[config.mk]
export PLATFORM = sky130hd
export DESIGN_NAME = fetch_unit
export DESIGN_NICKNAME = d
export VERILOG_FILES = /design/src/rtl/fetch_unit.sv
export SDC_FILE = /design/constraint.sdc
export NUM_CORES = 1
export LEC_CHECK = 0
export ABC_AREA = 1
export BUFFER_PORTS_ARGS = -buffer_cell sky130_fd_sc_hd__buf_2
export CAP_MARGIN = 20
export CORE_MARGIN = 5
export CORE_UTILIZATION = 57
export DETAILED_ROUTE_END_ITERATION = 12
export GPL_ROUTABILITY_DRIVEN = 0
export PLACE_DENSITY = 0.81
export SLEW_MARGIN = 30
export SYNTH_ARGS = -nofsm -noshare
export SYNTH_HDL_FRONTEND = slang
export SYNTH_SLANG_ARGS = --single-unit
[constraint.sdc]
create_clock -name clk -period 2.8 [get_ports clk]
set_input_delay 0 -clock clk [delete_from_list [all_inputs] [get_ports clk]]
set_output_delay 0 -clock clk [all_outputs]
set_load 0.05 [all_outputs]
[src/rtl/fetch_unit.sv]
// LEGv8 instruction fetch stage: owns the PC, issues 1-cycle-latency imem reads and
// buffers returned words in a 2-entry FIFO presented to decode with valid/ready.
module fetch_unit #(
  parameter int unsigned  N        = 64,
  parameter logic [N-1:0] RESET_PC = '0
) (
  input  logic         clk,
  input  logic         reset,
  output logic         imem_req,
  output logic [N-1:0] imem_addr,
  input  logic [31:0]  imem_rdata,
  input  logic         redirect,
  input  logic [N-1:0] redirect_pc,
  output logic [31:0]  instr,
  output logic [N-1:0] instr_pc,
  output logic         instr_valid,
  input  logic         instr_ready
);

  logic [N-1:0] r_pc;
  logic [1:0]   r_count;
  logic         r_inflight;
  logic [N-1:0] r_flight_pc;
  logic [31:0]  r_head_instr;
  logic [N-1:0] r_head_pc;
  logic [31:0]  r_tail_instr;
  logic [N-1:0] r_tail_pc;

  logic         w_pop;
  logic         w_push;
  logic         w_issue;
  logic [2:0]   w_occupancy;

  assign instr_valid = reset & (r_count != 2'd0) & ~redirect;
  assign w_pop       = instr_valid & instr_ready;
  assign w_push      = r_inflight;

  // Issue only if the word now in flight plus the queue still leave a free slot,
  // so a response always has somewhere to land.
  assign w_occupancy = {1'b0, r_count} + {2'b00, r_inflight};
  assign w_issue     = reset & ~redirect & (w_occupancy < (3'd2 + {2'b00, w_pop}));

  assign imem_req  = w_issue;
  assign imem_addr = r_pc;

  // Head-of-queue is a register, so only reset can reach instr/instr_pc combinationally.
  assign instr    = reset ? r_head_instr : 32'd0;
  assign instr_pc = reset ? r_head_pc    : '0;

  // NOTE: sequential state uses non-blocking assignments so every register samples
  // the pre-edge values regardless of statement order.
  always_ff @(posedge clk) begin
    if (!reset) begin
      r_pc         <= RESET_PC;
      r_count      <= 2'd0;
      r_inflight   <= 1'b0;
      r_flight_pc  <= '0;
      // NOTE: queue entries are explicitly cleared because instr/instr_pc must read 0
      // after reset until the first word arrives.
      r_head_instr <= 32'd0;
      r_head_pc    <= '0;
      r_tail_instr <= 32'd0;
      r_tail_pc    <= '0;
    end else if (redirect) begin
      r_pc       <= {redirect_pc[N-1:2], 2'b00};
      r_count    <= 2'd0;
      r_inflight <= 1'b0;
    end else begin
      if (w_issue) begin
        r_pc        <= r_pc + N'(4);
        r_flight_pc <= r_pc;
      end
      r_inflight <= w_issue;

      unique case ({w_push, w_pop})
        2'b10: begin
          if (r_count == 2'd0) begin
            r_head_instr <= imem_rdata;
            r_head_pc    <= r_flight_pc;
          end else begin
            r_tail_instr <= imem_rdata;
            r_tail_pc    <= r_flight_pc;
          end
          r_count <= r_count + 2'd1;
        end
        2'b01: begin
          // With one entry left the head keeps its stale value instead of loading the tail.
          if (r_count == 2'd2) begin
            r_head_instr <= r_tail_instr;
            r_head_pc    <= r_tail_pc;
          end
          r_count <= r_count - 2'd1;
        end
        2'b11: begin
          if (r_count == 2'd1) begin
            r_head_instr <= imem_rdata;
            r_head_pc    <= r_flight_pc;
          end else begin
            r_head_instr <= r_tail_instr;
            r_head_pc    <= r_tail_pc;
            r_tail_instr <= imem_rdata;
            r_tail_pc    <= r_flight_pc;
          end
        end
        default: ;
      endcase
    end
  end

endmodule

==> impl_metrics.ini <==
[sta]
tightest_slew_ps = 978
final_hold_viol_count = 0
post-route-period-util = 0.949
period_minus_slack_ps = 2660
setup_slack_ps = 144
rsz0062_at_grt = no
slew_viol_final = 0
slew-limit-headroom = 0.347
setup_viol = 0
fmax_mhz = 377
finalSetupTns_ps = 0
skew_ps = 20.2

[synthesis]
synthAdderAreaFrac = 0.00967
mappedNetlistArea_um2 = 15500
synth-main-ff-cell = dfxtp_1
ys_warn_count = 0
synth_top_cells_by_count = inv_1, nand2_1, dfxtp_1
synth.most_common_cell = inv_1
postSynthCellCount = 2324
yosysSeqAreaShare = 0.406
ys_top_cells_by_area = dfxtp_1, inv_1, nand2_1, a21oi_1, o21ai_0
async_flop_share = 0
synth_compound_area_frac = 0.249
synth_top_area_frac = 0.406
synth_edf_count = 0
synth_top_family_by_area = compound AO/OA/AOI/OAI gates
synth_cell_types = 35
post_synth.cell_area_avg_um2 = 6.68
synthXorXnorAreaFrac = 0.0119
synth-simple-area-share = 0.175
synth_top_area_cell = dfxtp_1
ys_ff_latch = 315
synthMuxAreaShare = 0

[finish]
drive_gt1_frac = 0.141
diodes = 0
fin_util = 0.712
final_nets = 2707
fillers = 2198
finish.instance_area_um2 = 19100
multi_input_area_um2 = 6980
seq_area_um2 = 6310
synthToLayoutAreaGrowth_pct = 23.2

[placed_design]
hpwl_um = 30700
io_buffer_count = 255
place_ws_ps = -163
placed_area_um2 = 16900

[worst_hold_path]
hold_depth = 6
hold_class = input port to flip-flop
hp-start = instr_ready
worstHoldEndpoint = r_count[1]

[worst_setup_path]
rr_endpoint = r_head_pc[9]
arrival_ps = 2660
ff2ff_setup_slack_ps = 270
start_kind = flip-flop
path_max_fanout = 25
crit_path_cell_trace = ha_1, ha_1, nand2_1, nand2_4, clkinv_2, buf_12, buf_2
worst_path_max_delay_cell = clkinv_2
r2r_cells = 12
worstReg2RegStart = r_count[0]
critPathCaptureType = output pin
crit_type = flip-flop to output pin
crit_required_ps = 2800
crit_top_cell = ha_1
max_stage_delay_ps = 410

[power_and_ir_drop]
powerDensity_nw_per_um2 = 600
p_leak_nw = 8.83
finalPower_mw = 11.5
peakVddDrop_mv = 0.360

[routing]
num_vias = 16400
dr.pass1.iters = 6
viasPerCell = 5.55
drtAntennaViolNets = 0
wire_per_inst_um = 16.4
drc_errors = 0
drt_wl_total_um = 48500
drtIter0Drc = 2100

[global_route]
grt_max_degree = 257
grt_pass1_vias = 15100
antenna_found_initial = 0
track_usage = 0.302
gr-total-overflow = 0
grt_pass1_wl_um = 77200

[clocking]
clk_path_buf_depth = 3
clock-sinks = 315
cts_inserted_buffers = 34
cts_root_buf = clkbuf_16
htree_levels = 2
path_clk_slew_ps = 60
clk_latency_ps = 520
cts_tree = done

[die]
pin_count = 262
rows = 60
die_w_um = 175
core_area_um2 = 26900
die_h_um = 175
dieArea_um2 = 30600
start_util = 0.577

[run_status]
outcome = completed

[job]
cap_violations = 0
## registers in the layout, summed over array words and instances, names as in the netlist
name and count:
imem_addr 62, r_head_pc 62, r_count 2, r_inflight 1
r_head_instr 32, r_tail_pc 62, r_tail_instr 32, r_flight_pc 62
## critical path: cells and delay by family (launching register included)
family / cells / cell delay [ps]
buf+inv: 3 / 910
simple gates: 2 / 370
fa+ha+maj: 2 / 480
flops: 1 / 370
## cell type report
class | count | area share
sequential | 315 | 0.330
tap | 341 | 0.0223
timing repair buffer | 378 | 0.134
clock inverter | 10 | 0.00811
clock buffer | 52 | 0.0561
multi-input combinational | 1434 | 0.365
inverter | 432 | 0.0848
## per-stage QoR
| stage | cells | hold WS [ps] |
|---|---|---|
| 2_1_floorplan | 2327 | 159 |
| 3_5_place_dp | 2800 | 282 |
| 4_1_cts | 2959 | 179 |
| 5_1_grt | 2962 | 271 |
| 6_report | 2962 | 213 |
| 3_3_place_gp | 2800 | 278 |
## cells in the final DEF (no fill, tap or decap), types with 2 or more instances in the layout
| cell | synthesis | routed |
|---|---|---|
| nand2_4 | 1 | 2 |
| dfxtp_1 | 315 | 315 |
| buf_12 | 0 | 9 |
| nor2_2 | 5 | 8 |
| inv_2 | 9 | 8 |
| clkbuf_1 | 93 | 6 |
| a22oi_1 | 5 | 5 |
| o22ai_1 | 61 | 61 |
| nand2_1 | 420 | 420 |
| a21oi_1 | 296 | 295 |
| a31oi_1 | 4 | 4 |
| conb_1 | 1 | 4 |
| o21ai_0 | 294 | 294 |
| ha_1 | 12 | 12 |
| dlygate4sd3_1 | 0 | 96 |
| xnor2_1 | 6 | 6 |
| nand2_2 | 3 | 2 |
| nand4_1 | 7 | 7 |
| inv_1 | 423 | 423 |
| nand3_1 | 95 | 95 |
| o21ai_2 | 4 | 4 |
| buf_2 | 31 | 254 |
| buf_4 | 11 | 17 |
| nor2_1 | 140 | 137 |
| clkinvlp_4 | 0 | 2 |
| clkbuf_16 | 0 | 37 |
| xor2_1 | 15 | 15 |
| clkbuf_8 | 0 | 10 |
| o21bai_1 | 12 | 12 |
| o21a_1 | 34 | 34 |
| clkinv_2 | 0 | 5 |
| nor2_4 | 2 | 3 |
| o21ai_1 | 6 | 6 |
| bufinv_16 | 0 | 4 |
| o211ai_1 | 2 | 2 |
## report_power, final
group	internal, mW	switching (mW)	leakage (nW)
registers	4.76	0.222	2.58
clock network	3.01	1.81	0.600
logic	0.540	1.13	5.65
## what timing repair did
item | CTS | global route
endpoints found under the setup margin | 25 | 61
resized for setup | 0 | 2
gates cloned | 1 | 0
pin swaps | 1 | 1
endpoints found under the hold margin | 128 | 0
hold buffers | 96 | 0
setup buffers | 0 | 3
## how the worst max path moves through the flow
stage	endpoint	slack [ps]	startpoint	cells after the start
floorplan	r_head_pc[56]	110	r_count[0]	12
CTS	r_head_pc[32]	100	r_count[0]	13
global route	imem_req	20	r_count[0]	9
finish	imem_req	140	r_inflight	7
detailed placement	r_head_pc[32]	-160	r_count[0]	12
global placement	r_head_pc[59]	20	r_count[0]	12
## logic make-up after synthesis
kind of cell	count (synthesis)
adder cells (fa/ha/maj)	12
other	1
AND/OR/NAND/NOR	675
buffers and inverters	579
flip-flops	315
XOR/XNOR	21
AO/OA/AOI/OAI	721
## routing by layer
layer	vias up	global-route usage	wire length, um
li1	7944	-	-
met1	7437	0.406	19800
met2	890	0.485	21900
met3	162	0.0528	4800
met4	0	0.120	1990
met5	-	0	0
No activity file was read; power rests on OpenSTA's default activity.
